--- src/rtl/drive_pkg.sv ---
// Shared types and helpers for the drive arbiter.
// Holds the arbiter state encoding, drive level constants and the request clamp.
package drive_pkg;

   typedef enum logic [2:0] {
      IDLE  = 3'd0,
      RUN   = 3'd1,
      HOLD  = 3'd2,
      FAULT = 3'd3,
      COOL  = 3'd4
   } arb_state_t;

   localparam logic [1:0] DRV_OFF  = 2'd0;
   localparam logic [1:0] DRV_LOW  = 2'd1;
   localparam logic [1:0] DRV_HIGH = 2'd2;

   // Request code 3 has no meaning at the PWM side; it is treated as full drive.
   function automatic logic [1:0] clamp_drive(input logic [1:0] req);
      if (req > DRV_HIGH) begin
         return DRV_HIGH;
      end
      return req;
   endfunction

endpackage

--- src/rtl/drive_arbiter_sig_debounce.sv ---
// Level debouncer: Out follows In only after In has held its new level for
// DEBOUNCE consecutive clock cycles. Any sample at the old level restarts the count.
module sig_debounce #(
   parameter int unsigned DEBOUNCE = 16
) (
   input  logic CLK,
   input  logic RSTn,
   input  logic In,
   output logic Out
);

   localparam int unsigned CNT_W = $clog2(DEBOUNCE + 1);

   logic [CNT_W-1:0] cnt;

   // Count cycles at the opposite level; accept the new level on the DEBOUNCE-th one.
   always_ff @(posedge CLK or negedge RSTn) begin
      if (!RSTn) begin
         cnt <= '0;
         Out <= 1'b0;
      end else if (In == Out) begin
         cnt <= '0;
      end else if (cnt == CNT_W'(DEBOUNCE - 1)) begin
         cnt <= '0;
         Out <= In;
      end else begin
         cnt <= cnt + 1'b1;
      end
   end

endmodule

--- src/rtl/drive_arbiter.sv ---
// Motor drive arbiter: owns DriveA/DriveB towards the PWM generator and sequences
// run/stop, obstacle hold and overcurrent fault recovery.
// Build option: define DRIVE_RAMP_EN to slew the drive outputs by one level per
// RAMP_TICKS cycles instead of jumping straight to the target.
// There is no valid/ready handshake here: every input is a level sampled each cycle.
module drive_arbiter
   import drive_pkg::*;
#(
   parameter int unsigned DEBOUNCE    = 16,
   parameter int unsigned COOL_CYCLES = 1000,
   parameter int unsigned RAMP_TICKS  = 250000
) (
   input  logic       CLK,
   input  logic       RSTn,
   input  logic       Start,
   input  logic       Stop,
   input  logic [1:0] LfA,
   input  logic [1:0] LfB,
   input  logic       Obstacle,
   input  logic       OcA,
   input  logic       OcB,
   input  logic       FaultClr,
   output logic [1:0] DriveA,
   output logic [1:0] DriveB,
   output logic [2:0] State,
   output logic       FaultFlag
);

   localparam int unsigned COOL_W = $clog2(COOL_CYCLES + 1);

   // Zero-valued parameters would make the counter compares meaningless.
   if (DEBOUNCE == 0 || COOL_CYCLES == 0 || RAMP_TICKS == 0) begin : g_param_check
      $error("drive_arbiter: DEBOUNCE, COOL_CYCLES and RAMP_TICKS must be nonzero");
   end

   arb_state_t        state_q, state_d;
   logic              obs_ok;
   logic              oc_any;
   logic [COOL_W-1:0] cool_cnt;
   logic              cool_done;
   logic [1:0]        tgt_a, tgt_b;
   logic              force_zero;
   logic              fault_d;
   logic [1:0]        drv_a_q, drv_b_q;
   logic              fault_q;

   sig_debounce #(.DEBOUNCE(DEBOUNCE)) u_obs_debounce (
      .CLK  (CLK),
      .RSTn (RSTn),
      .In   (Obstacle),
      .Out  (obs_ok)
   );

   assign oc_any    = OcA | OcB;
   assign cool_done = (cool_cnt == COOL_W'(COOL_CYCLES - 1));

   // State register.
   always_ff @(posedge CLK or negedge RSTn) begin
      if (!RSTn) begin
         state_q <= IDLE;
      end else begin
         state_q <= state_d;
      end
   end

   // Next state; overcurrent wins over everything, then Stop, then obstacle, then Start.
   always_comb begin
      state_d = state_q;
      if (oc_any) begin
         state_d = FAULT;
      end else begin
         case (state_q)
            IDLE:    if (Start) state_d = RUN;
            RUN:     if (Stop) state_d = IDLE;
                     else if (obs_ok) state_d = HOLD;
            HOLD:    if (Stop) state_d = IDLE;
                     else if (!obs_ok) state_d = RUN;
            FAULT:   if (FaultClr) state_d = COOL;
            COOL:    if (cool_done) state_d = IDLE;
            default: state_d = IDLE;
         endcase
      end
   end

   // Drive targets and the next fault flag, derived from the current/next state.
   always_comb begin
      tgt_a      = DRV_OFF;
      tgt_b      = DRV_OFF;
      if (state_q == RUN) begin
         tgt_a = clamp_drive(LfA);
         tgt_b = clamp_drive(LfB);
      end
      force_zero = (state_d == FAULT) || (state_q == FAULT);
      fault_d    = (state_d == FAULT) || (state_d == COOL);
   end

   // Cool-down counter: runs only while staying in COOL, cleared on any exit.
   always_ff @(posedge CLK or negedge RSTn) begin
      if (!RSTn) begin
         cool_cnt <= '0;
      end else if (state_q == COOL && state_d == COOL) begin
         cool_cnt <= cool_cnt + 1'b1;
      end else begin
         cool_cnt <= '0;
      end
   end

   // Fault flag is registered on the same edge that enters FAULT.
   always_ff @(posedge CLK or negedge RSTn) begin
      if (!RSTn) begin
         fault_q <= 1'b0;
      end else begin
         fault_q <= fault_d;
      end
   end

`ifdef DRIVE_RAMP_EN
   localparam int unsigned RAMP_W = $clog2(RAMP_TICKS + 1);

   logic [RAMP_W-1:0] ramp_cnt;

   function automatic logic [1:0] step_toward(input logic [1:0] cur, input logic [1:0] tgt);
      if (cur < tgt) return cur + 2'd1;
      if (cur > tgt) return cur - 2'd1;
      return cur;
   endfunction

   // Slew both drives one level per RAMP_TICKS; the shared tick idles at 0 when settled.
   always_ff @(posedge CLK or negedge RSTn) begin
      if (!RSTn) begin
         drv_a_q  <= DRV_OFF;
         drv_b_q  <= DRV_OFF;
         ramp_cnt <= '0;
      end else if (force_zero) begin
         drv_a_q  <= DRV_OFF;
         drv_b_q  <= DRV_OFF;
         ramp_cnt <= '0;
      end else if (drv_a_q == tgt_a && drv_b_q == tgt_b) begin
         ramp_cnt <= '0;
      end else if (ramp_cnt == RAMP_W'(RAMP_TICKS - 1)) begin
         drv_a_q  <= step_toward(drv_a_q, tgt_a);
         drv_b_q  <= step_toward(drv_b_q, tgt_b);
         ramp_cnt <= '0;
      end else begin
         ramp_cnt <= ramp_cnt + 1'b1;
      end
   end
`else
   // Drives take the target every cycle; a fault forces them off on the entry edge.
   always_ff @(posedge CLK or negedge RSTn) begin
      if (!RSTn) begin
         drv_a_q <= DRV_OFF;
         drv_b_q <= DRV_OFF;
      end else if (force_zero) begin
         drv_a_q <= DRV_OFF;
         drv_b_q <= DRV_OFF;
      end else begin
         drv_a_q <= tgt_a;
         drv_b_q <= tgt_b;
      end
   end
`endif

   assign DriveA    = drv_a_q;
   assign DriveB    = drv_b_q;
   assign State     = state_q;
   assign FaultFlag = fault_q;

endmodule

--- config.mk ---
export PLATFORM = sky130hd
export DESIGN_NAME = drive_arbiter
export DESIGN_NICKNAME = d
export VERILOG_FILES = /design/src/rtl/drive_pkg.sv /design/src/rtl/drive_arbiter_sig_debounce.sv /design/src/rtl/drive_arbiter.sv
export SDC_FILE = /design/constraint.sdc
export NUM_CORES = 1
export LEC_CHECK = 0
export CAP_MARGIN = 20
export CORE_ASPECT_RATIO = 1.75
export CORE_UTILIZATION = 40
export CTS_CLUSTER_DIAMETER = 50
export CTS_CLUSTER_SIZE = 28
export DETAILED_ROUTE_END_ITERATION = 12
export DONT_BUFFER_PORTS = 1
export MAX_ROUTING_LAYER = met4
export PLACE_DENSITY = 0.61
export SETUP_SLACK_MARGIN = 0.3
export SLEW_MARGIN = 20
export SYNTH_ARGS = -nofsm -noshare
export SYNTH_HDL_FRONTEND = slang
export SYNTH_SLANG_ARGS = --single-unit
export TNS_END_PERCENT = 5
--- constraint.sdc ---
create_clock -name CLK -period 2.9 [get_ports CLK]
set_input_delay 0.87 -clock CLK [delete_from_list [all_inputs] [get_ports CLK]]
set_output_delay 0.87 -clock CLK [all_outputs]
set_load 0.01 [all_outputs]
# Word level (Yosys, flattened, before mapping)
# Cells that the tools add are included.
[classes] add_sub_neg=2 magnitude_cmp=2 eq_ne=9 muxes=24 n_bitwise=2 reduce_logical=5
[op_table] cell="two-way mux 3 bit" n=8
[op_table] cell="two-way mux 2 bit" n=8
[op_table] cell="one-hot mux 3 bit (5 select lines)" n=1
[op_table] cell="adder 10 x 1 -> 10 bit (second input constant)" n=1
[op_table] cell="equality test 10 bit (second input constant)" n=1
[op_table] cell="two-way mux 10 bit" n=1
[op_table] cell="two-way mux 5 bit" n=2
[op_table] cell="equality test 3 x 2 -> 1 bit (second input constant)" n=3
[op_table] cell="equality test 3 bit (second input constant)" n=2
[op_table] cell="adder 5 x 1 -> 5 bit (second input constant)" n=1
[op_table] cell="equality test 5 x 4 -> 1 bit (second input constant)" n=1
[op_table] cell="greater-than comparator 2 bit (second input constant)" n=2
[op_table] cell="two-way mux 1 bit" n=4
[op_table] cell="equality test 3 x 1 -> 1 bit (second input constant)" n=1
[op_table] cell="zero test 3 bit" n=1
[op_table] cell="logical OR 1 bit" n=2
[op_table] cell="AND reduction 2 bit" n=1
[op_table] cell="equality test 1 bit" n=1
[op_table] cell="logical AND 1 bit" n=1
[op_table] cell="inverter 1 bit" n=1
[op_table] cell="bitwise OR 1 bit" n=1
[word_totals] reg_bits=24 inputBits=12 output_inout_bits=8 elab_cells=51

# Longest topological paths before layout
# Gate-level depths: netlist of run 1.
[depth] depth_word=7 ltp_mapped=4 depth_no_buf=4

# Cells and area by module
# Synthesis of run 1 repeated with hierarchy kept, for this count alone.
[hier_totals] hier_cells=100 hier_area_um2=1083.5
[modules_own_cells] module="drive_arbiter" n_inst=1 cells_per_inst=79 area_each_um2=822.0 seq_area_each_um2=450.4
[modules_own_cells] module="sig_debounce" n_inst=1 cells_per_inst=21 area_each_um2=261.5 seq_area_each_um2=150.1

# Worst setup path before layout of run 1
# OpenSTA, ideal clock, no wires.
[synth_path] path_type="in2reg" startpoint="input OcB" endpoint="register cool_cnt[5]" setup_ps=80 arrival_ps=1544 required_time_ps=2820 setup_slack_ps=1276 stages=3 n_path_buf=0 path_cell_list="nor2_1 -> o311ai_4 -> a21oi_1"
[synth_via] elab_chain_len=5
[synth_lines] element="start, declared" line_no="drive_arbiter.sv:21" source="input logic OcB,"
[synth_lines] element="bitwise OR 1 bit" line_no="drive_arbiter.sv:54" source="assign oc_any = OcA | OcB;"
[synth_lines] element="two-way mux 3 bit" line_no="drive_arbiter.sv:69" source="if (oc_any) begin"
[synth_lines] element="equality test 3 bit" line_no="drive_arbiter.sv:101" source="end else if (state_q == COOL && state_d == COOL) begin"
[synth_lines] element="logical AND 1 bit" line_no="drive_arbiter.sv:101"
[synth_lines] element="two-way mux 10 bit" line_no="drive_arbiter.sv:101"
[synth_lines] element="end signal, assigned" line_no="drive_arbiter.sv:102" source="cool_cnt <= cool_cnt + 1'b1;"
[synth_lines] element="end, declared" line_no="drive_arbiter.sv:39" source="logic [COOL_W-1:0] cool_cnt;"
# Every way passes these cells.
# A chain may end at the register's enable or synchronous reset.

# Worst setup path after layout of run 1
[layout_path] startpoint="register state_q[0] (netlist: State[0])" endpoint="output State[0]"
[layout_lines] element="start, declared" line_no="drive_arbiter.sv:36" source="arb_state_t state_q, state_d;"
[layout_lines] element="start signal, assigned" line_no="drive_arbiter.sv:62" source="state_q <= state_d;"
[layout_lines] element="end, declared" line_no="drive_arbiter.sv:25" source="output logic [2:0] State,"
# No word-level cell between the ends.

==> results of run 1 <==
[power by group through the flow]
stage	sequential [uW]	clock, uW	combinational (uW)
after global routing	353	246	26.4
after CTS	351	227	23.3
after global placement	358	0	22.0
final	351	220	22.7
after detailed placement	358	0	23.0
after floorplan	353	0	22.9
[how the worst max path moves through the flow]
stage,end,from,slack (ps)
floorplan,cool_cnt[5],OcB,1280
global placement,cool_cnt[5],OcB,1130
detailed placement,cool_cnt[8],OcB,1070
CTS,State[0],State[0],1200
global route,State[0],State[0],1160
finish,State[0],State[0],1210
[cells in the mapped netlist, types with 2 or more instances]
| master | instances |
|---|---|
| dfrtp_1 | 24 |
| nor2_1 | 13 |
| nand3_1 | 7 |
| o21ai_0 | 6 |
| xor2_1 | 5 |
| a21oi_1 | 4 |
| nand2_1 | 4 |
| and2_1 | 3 |
| inv_1 | 3 |
| o31ai_1 | 3 |
| and3_1 | 2 |
| clkbuf_1 | 2 |
| ha_1 | 2 |
| nor3b_1 | 2 |
| or3_1 | 2 |
| xnor2_1 | 2 |
[cell type report]
type,instances,area share (%)
Tap cell,27,2.824
Clock buffer,4,4.602
Sequential cell,24,50.21
Inverter,3,0.9414
Multi-Input combinational cell,72,41.42
[stage by stage]
| stage | util [%] | instance area (sq um) | setup slack (ps) |
|---|---|---|---|
| 2_1_floorplan | - | 1115 | 1276 |
| 3_3_place_gp | 42.92 | 1141 | 1127 |
| 3_5_place_dp | 42.92 | 1141 | 1067 |
| 4_1_cts | 44.99 | 1196 | 1205 |
| 5_1_grt | 44.99 | 1196 | 1158 |
| 6_report | 44.99 | 1196 | 1214 |
[metal layers]
layer / track usage (%) / up-vias
met1: 16.50 / 373
met2: 27.95 / 14
met5: - / -
li1: - / 360
met4: 7.527 / 0
met3: 1.511 / 4
[flip-flops by register name, summed over array words and instances (netlist names)]
register            cells
cool_cnt               10
u_obs_debounce.cnt      5
State                   3
DriveA                  2
DriveB                  2
FaultFlag               1
u_obs_debounce.Out      1
[layout by cell type (no fill, tap or decap), types with 3 or more instances in the layout]
cell type,synthesis,final
a21oi_1,4,4
and2_1,3,3
clkbuf_8,0,4
nor2_1,13,13
nand2_1,4,4
nand3_1,7,7
o31ai_1,3,3
dfrtp_1,24,24
inv_1,3,3
xor2_1,5,5
o21ai_0,6,6
[kinds of logic (layout without fill, tap and decap cells)]
kind of cell             after synthesis  in the layout  share of synthesized area [%]
XOR/XNOR                               7              7                          5.500
multiplexers                           1              1                          1.010
buffers and inverters                  5              7                          1.684
adder cells (fa/ha/maj)                2              2                          2.244
flip-flops                            24             24                          53.87
AO/OA/AOI/OAI                         19             19                          12.57
AND/OR/NAND/NOR                       43             43                          23.12
==> run summary, run 1 <==
Avg WL per Cell -> 15.35 um
Antenna violations before repair -> 0
Power Dens Cells -> 496.4 mW/mm^2
Layout Skew -> 2.265 ps
Syn_nets -> 115
Cell accounting for the most synthesized area -> dfrtp_1
TritonCTS Buffers -> 3
Hpwl dp -> 1512 um
Max-cap violations -> 0
Leak Pwr -> 0.0005149 uW
Async SR Flop Fraction -> 100.0%
Post-synth EDFFs -> 0
Core area -> 0.002659 sq mm
Global-route wire length before repair -> 3443 um
Routability Congestion -> 0.8023
Metal3 WL -> 63 um
Fillcell total -> 253
Worst r2r dst -> cool_cnt[4]
H-Tree Depth -> 1
Top_reg_cell synth -> dfrtp_1
Clock network power share -> 37.1%
Clock Latency Late Sink -> 260 ps
Io pins -> 20
Combinational share of power -> 3.8%
Reg clk slew, reported paths -> 80 ps
Fmax -> 0.5931 GHz
Top Metal Used -> met4
Met2 Wirelength -> 1132 um
Die Ht -> 71.84 um
Initial Util -> 41.93%
Setup CP Type -> flip-flop to output port
CTS tree -> built
Multi-input gate area -> 495.5 sq um
DRC Markers -> 0
Total grt overflow -> 0
#FFs+latches synth -> 24
WL final -> 1995 um
Mean Syn Cell Area -> 11.04 sq um
Fin. max-slew vios -> 0
Worst Hold Class -> input pin to asynchronous set/reset pin
Wl on met1 -> 757 um
Required time of the critical path -> 2030 ps
FF+latch area -> 600.6 sq um
Clk buf depth -> 2
Seq pwr share -> 59.1%
Layout area overhead -> 7.295%
Crit end category -> output port
Worst r2r src -> cool_cnt[4]
Crit-path max FO -> 9
Hold Vio Cnt, Final -> 0
N_diodes -> 0
Gate Count Post-Synth -> 101
R2R depth -> 3
Placed cells -> 126
Peak VDD IR -> 231.7 uV
Site Rows -> 25
Aggregate global-route resource usage -> 15.50%
Slew Limit Headroom -> 63.62%
Final Non-Filler Cells -> 130
DR vias/cell -> 5.777
Total stage count of the critical path -> 0
Switching Power -> 120.1 uW
Final setup vio count -> 0
TNS Setup -> 0 ps
Net Sw Frac -> 20.22%
Die Area -> 0.003010 sq mm
IO Port Bufs -> 0
Period utilization -> 58.14%
Layout Nets -> 118
Die Wd -> 41.91 um
Synth area leaders -> dfrtp_1, nor2_1, xor2_1, nand3_1, o21ai_0
Mapped Area -> 0.001115 sq mm
PostCTS Resize Cnt -> 0
Initial DRC count -> 14
Vias in the first global route -> 775
Synth top area share -> 53.87%
Sequential cell area fraction in the yosys report -> 53.87%
Power Total -> 593.8 uW
Worst Setup Start Kind -> flip-flop
Postcts setup bufs -> 0
Status -> finished clean
RSZ-0062 raised after global routing -> no
Largest net degree at the start of global routing -> 25
Vias -> 751
Syn. warnings -> 0
Minimum clock period -> 1686 ps
Data arrival, critical path -> 820 ps
Share of layout cells above drive strength 1 -> 12.62%
Hold buffer count at CTS -> 0
DRT antenna net count -> 0
Tightest Pin Transition -> 544.4 ps
Netlist cell types -> 33
Sink Count -> 24
Reg-to-reg slack, setup -> 1330 ps
Root Driver -> clkbuf_8
Detailed Routing Iterations Pass 1 -> 2
Worst Hold Slack -> 294.2 ps
Int Power -> 473.8 uW
Power figures use the tool's default switching activity.
==> run 2: changes to the inputs <==
--- a/config.mk
+++ b/config.mk
@@ -5,6 +5,7 @@
 export SDC_FILE = /design/constraint.sdc
 export NUM_CORES = 1
 export LEC_CHECK = 0
+export ABC_AREA = 1
 export CAP_MARGIN = 20
 export CORE_ASPECT_RATIO = 1.75
 export CORE_UTILIZATION = 40
==> constraint.sdc (replaced) <==
create_clock -name CLK -period 1.7 [get_ports CLK]
set_input_delay 0.51 -clock CLK [delete_from_list [all_inputs] [get_ports CLK]]
set_output_delay 0.51 -clock CLK [all_outputs]
set_load 0.01 [all_outputs]
==> run summary, run 2 <==
Status -> finished clean
Die Wd -> 42.64 um
IO Port Bufs -> 0
Metal3 WL -> 55 um
TritonCTS Buffers -> 3
Synth top area share -> 51.95%
Worst Hold Class -> input pin to asynchronous set/reset pin
Clock Latency Late Sink -> 270 ps
Layout area overhead -> 19.48%
Mapped Area -> 0.001156 sq mm
Total grt overflow -> 0
WL final -> 2328 um
Max-cap violations -> 0
Met2 Wirelength -> 1356 um
RSZ-0062 raised after global routing -> yes
Die Area -> 0.003118 sq mm
Top Metal Used -> met4
DR vias/cell -> 5.284
Site Rows -> 25
Power Dens Cells -> 878.7 mW/mm^2
R2R depth -> 8
Max FFs per register -> 10
#FFs+latches synth -> 24
Fmax -> 0.7320 GHz
Vias -> 893
Async SR Flop Fraction -> 100.0%
Post-synth top cells -> nor2_1, nand2_1, dfrtp_1, inv_1, nand3_1
Core area -> 0.002721 sq mm
Worst r2r src -> cool_cnt[0]
Commonest non-fill, non-tap cells in the layout -> nor2_1, nand2_1, dfrtp_1
Slew Limit Headroom -> 55.94%
Period utilization -> 80.36%
Layout Nets -> 157
DRT antenna net count -> 0
Commonest non-fill, non-tap cell in the layout -> nor2_1
TNS Setup -> 0 ps
Fin. max-slew vios -> 0
Cell accounting for the most synthesized area -> dfrtp_1
Largest net degree at the start of global routing -> 25
Detailed Routing Iterations Pass 1 -> 4
Syn_nets -> 145
Final Instance Area -> 0.001381 sq mm
Aggregate global-route resource usage -> 16.31%
Final setup vio count -> 0
Mean Syn Cell Area -> 8.825 sq um
Syn. warnings -> 0
Share of layout cells above drive strength 1 -> 26.06%
DRC Markers -> 0
Gate Count Post-Synth -> 131
Hpwl dp -> 1567 um
CTS tree -> built
H-Tree Depth -> 1
Synth area leaders -> dfrtp_1, nor2_1, nand2_1, xnor2_1, xor2_1
Antenna violations before repair -> 0
Crit end category -> flip-flop
Leak Pwr -> 0.0006221 uW
Avg WL per Cell -> 13.78 um
N_diodes -> 0
Layout Skew -> 7.368 ps
Top-count cell post-synth -> nor2_1
Crit-path max FO -> 5
Data arrival, critical path -> 1570 ps
Reg-to-reg slack, setup -> 330 ps
Minimum clock period -> 1366 ps
Register with the most flip-flops -> cool_cnt
Setup CP Type -> flip-flop to flip-flop
Clk buf depth -> 2
Tightest Pin Transition -> 658.5 ps
Required time of the critical path -> 1900 ps
Global-route wire length before repair -> 3753 um
Die Ht -> 73.12 um
Post-synth EDFFs -> 0
Top_reg_cell synth -> dfrtp_1
Wl on met1 -> 880 um
Initial Util -> 42.48%
Worst r2r dst -> cool_cnt[5]
Sequential cell area fraction in the yosys report -> 51.95%
Io pins -> 20
Sink Count -> 24
Post-DP Area -> 0.001190 sq mm
Hold Vio Cnt, Final -> 0
Worst Setup Start Kind -> flip-flop
Initial DRC count -> 26
Vias in the first global route -> 866
Routability Congestion -> 0.7725
Fillcell total -> 260
Reg clk slew, reported paths -> 90 ps
Peak VDD IR -> 550.7 uV
Root Driver -> clkbuf_8
Netlist cell types -> 23
## run 2: cell count changes after synthesis, sizes merged, moves of 4 or more
| cell | change |
|---|---|
| inv | +11 |
| nand2 | +25 |
| nor2 | +21 |
| o21ai | -4 |
## run 2: how the worst max path moves through the flow
| stage | startpoint | slack [ps] | endpoint | cells after the start |
|---|---|---|---|---|
| 6_report | cool_cnt[0] | 330 | cool_cnt[5] | 8 |
| 5_1_grt | cool_cnt[0] | 240 | cool_cnt[1] | 8 |
| 4_1_cts | State[1] | 310 | cool_cnt[2] | 6 |
| 3_5_place_dp | OcB | 220 | DriveB[0] | 5 |
| 3_3_place_gp | OcB | 300 | DriveA[1] | 5 |
| 2_1_floorplan | cool_cnt[0] | 420 | cool_cnt[0] | 8 |
## run 2: logic make-up after synthesis
group / synth area share (%)
adders and majority gates: 2.164
AOI/OAI and AO/OA: 2.056
DFF: 51.95
xor gates and xnor gates: 7.575
buffers and inverters: 4.545
and+or+nand+nor: 31.71
## run 2: critical path: stages (launching register included)
cell and delay, ps:
dfrtp_1 420, ha_4 180, nand2_2 90, nor2_1 50, nand3_1 100, nand2_2 80
o21ai_4 100, nand3_4 150, nor2_1 130
## run 2: where the power goes
group          internal [uW]  leakage [uW]  switching, uW
Clock                    315     0.0000357            188
Sequential               590      0.000317           21.6
Combinational           34.7      0.000269           64.1
## run 2: cell type report
class	count	area, sq um	share of cell area (%)
Sequential cell	24	603.1	43.66
Multi-Input combinational cell	94	563.0	40.76
Timing Repair Buffer	6	57.56	4.167
Inverter	14	52.55	3.804
Clock buffer	3	41.29	2.989
Tap cell	27	33.78	2.446
Clock inverter	1	30.03	2.174
## run 2: repair_timing
| action | in CTS | in global routing |
|---|---|---|
| endpoints found under the hold margin | 24 | 0 |
| setup endpoints to repair | 10 | 15 |
| gates resized for setup | 4 | 10 |
| pin swaps | 2 | 4 |
| hold buffers | 1 | 0 |
| cloned | 1 | 0 |
| setup buffers | 1 | 4 |
## run 2: through the flow
step | power [uW] | setup WS (ps) | utilization [%] | hold slack, ps | std cells
3_5_place_dp | 699.2 | 218.9 | 43.72 | 215.1 | 158
2_1_floorplan | 682.5 | 421.9 | - | 214.4 | 131
4_1_cts | 1221 | 311.2 | 48.41 | 42.61 | 165
3_3_place_gp | 696.8 | 303.7 | 43.72 | 215.2 | 158
6_report | 1214 | 333.9 | 50.76 | 38.46 | 169
5_1_grt | 1257 | 244.0 | 50.76 | 45.94 | 169
## run 2: routing by layer
metal  up-vias  GRT usage, %
met5         -             -
met1       444         17.54
li1        429             -
met2        16         28.96
met4         0         8.333
met3         4         1.485
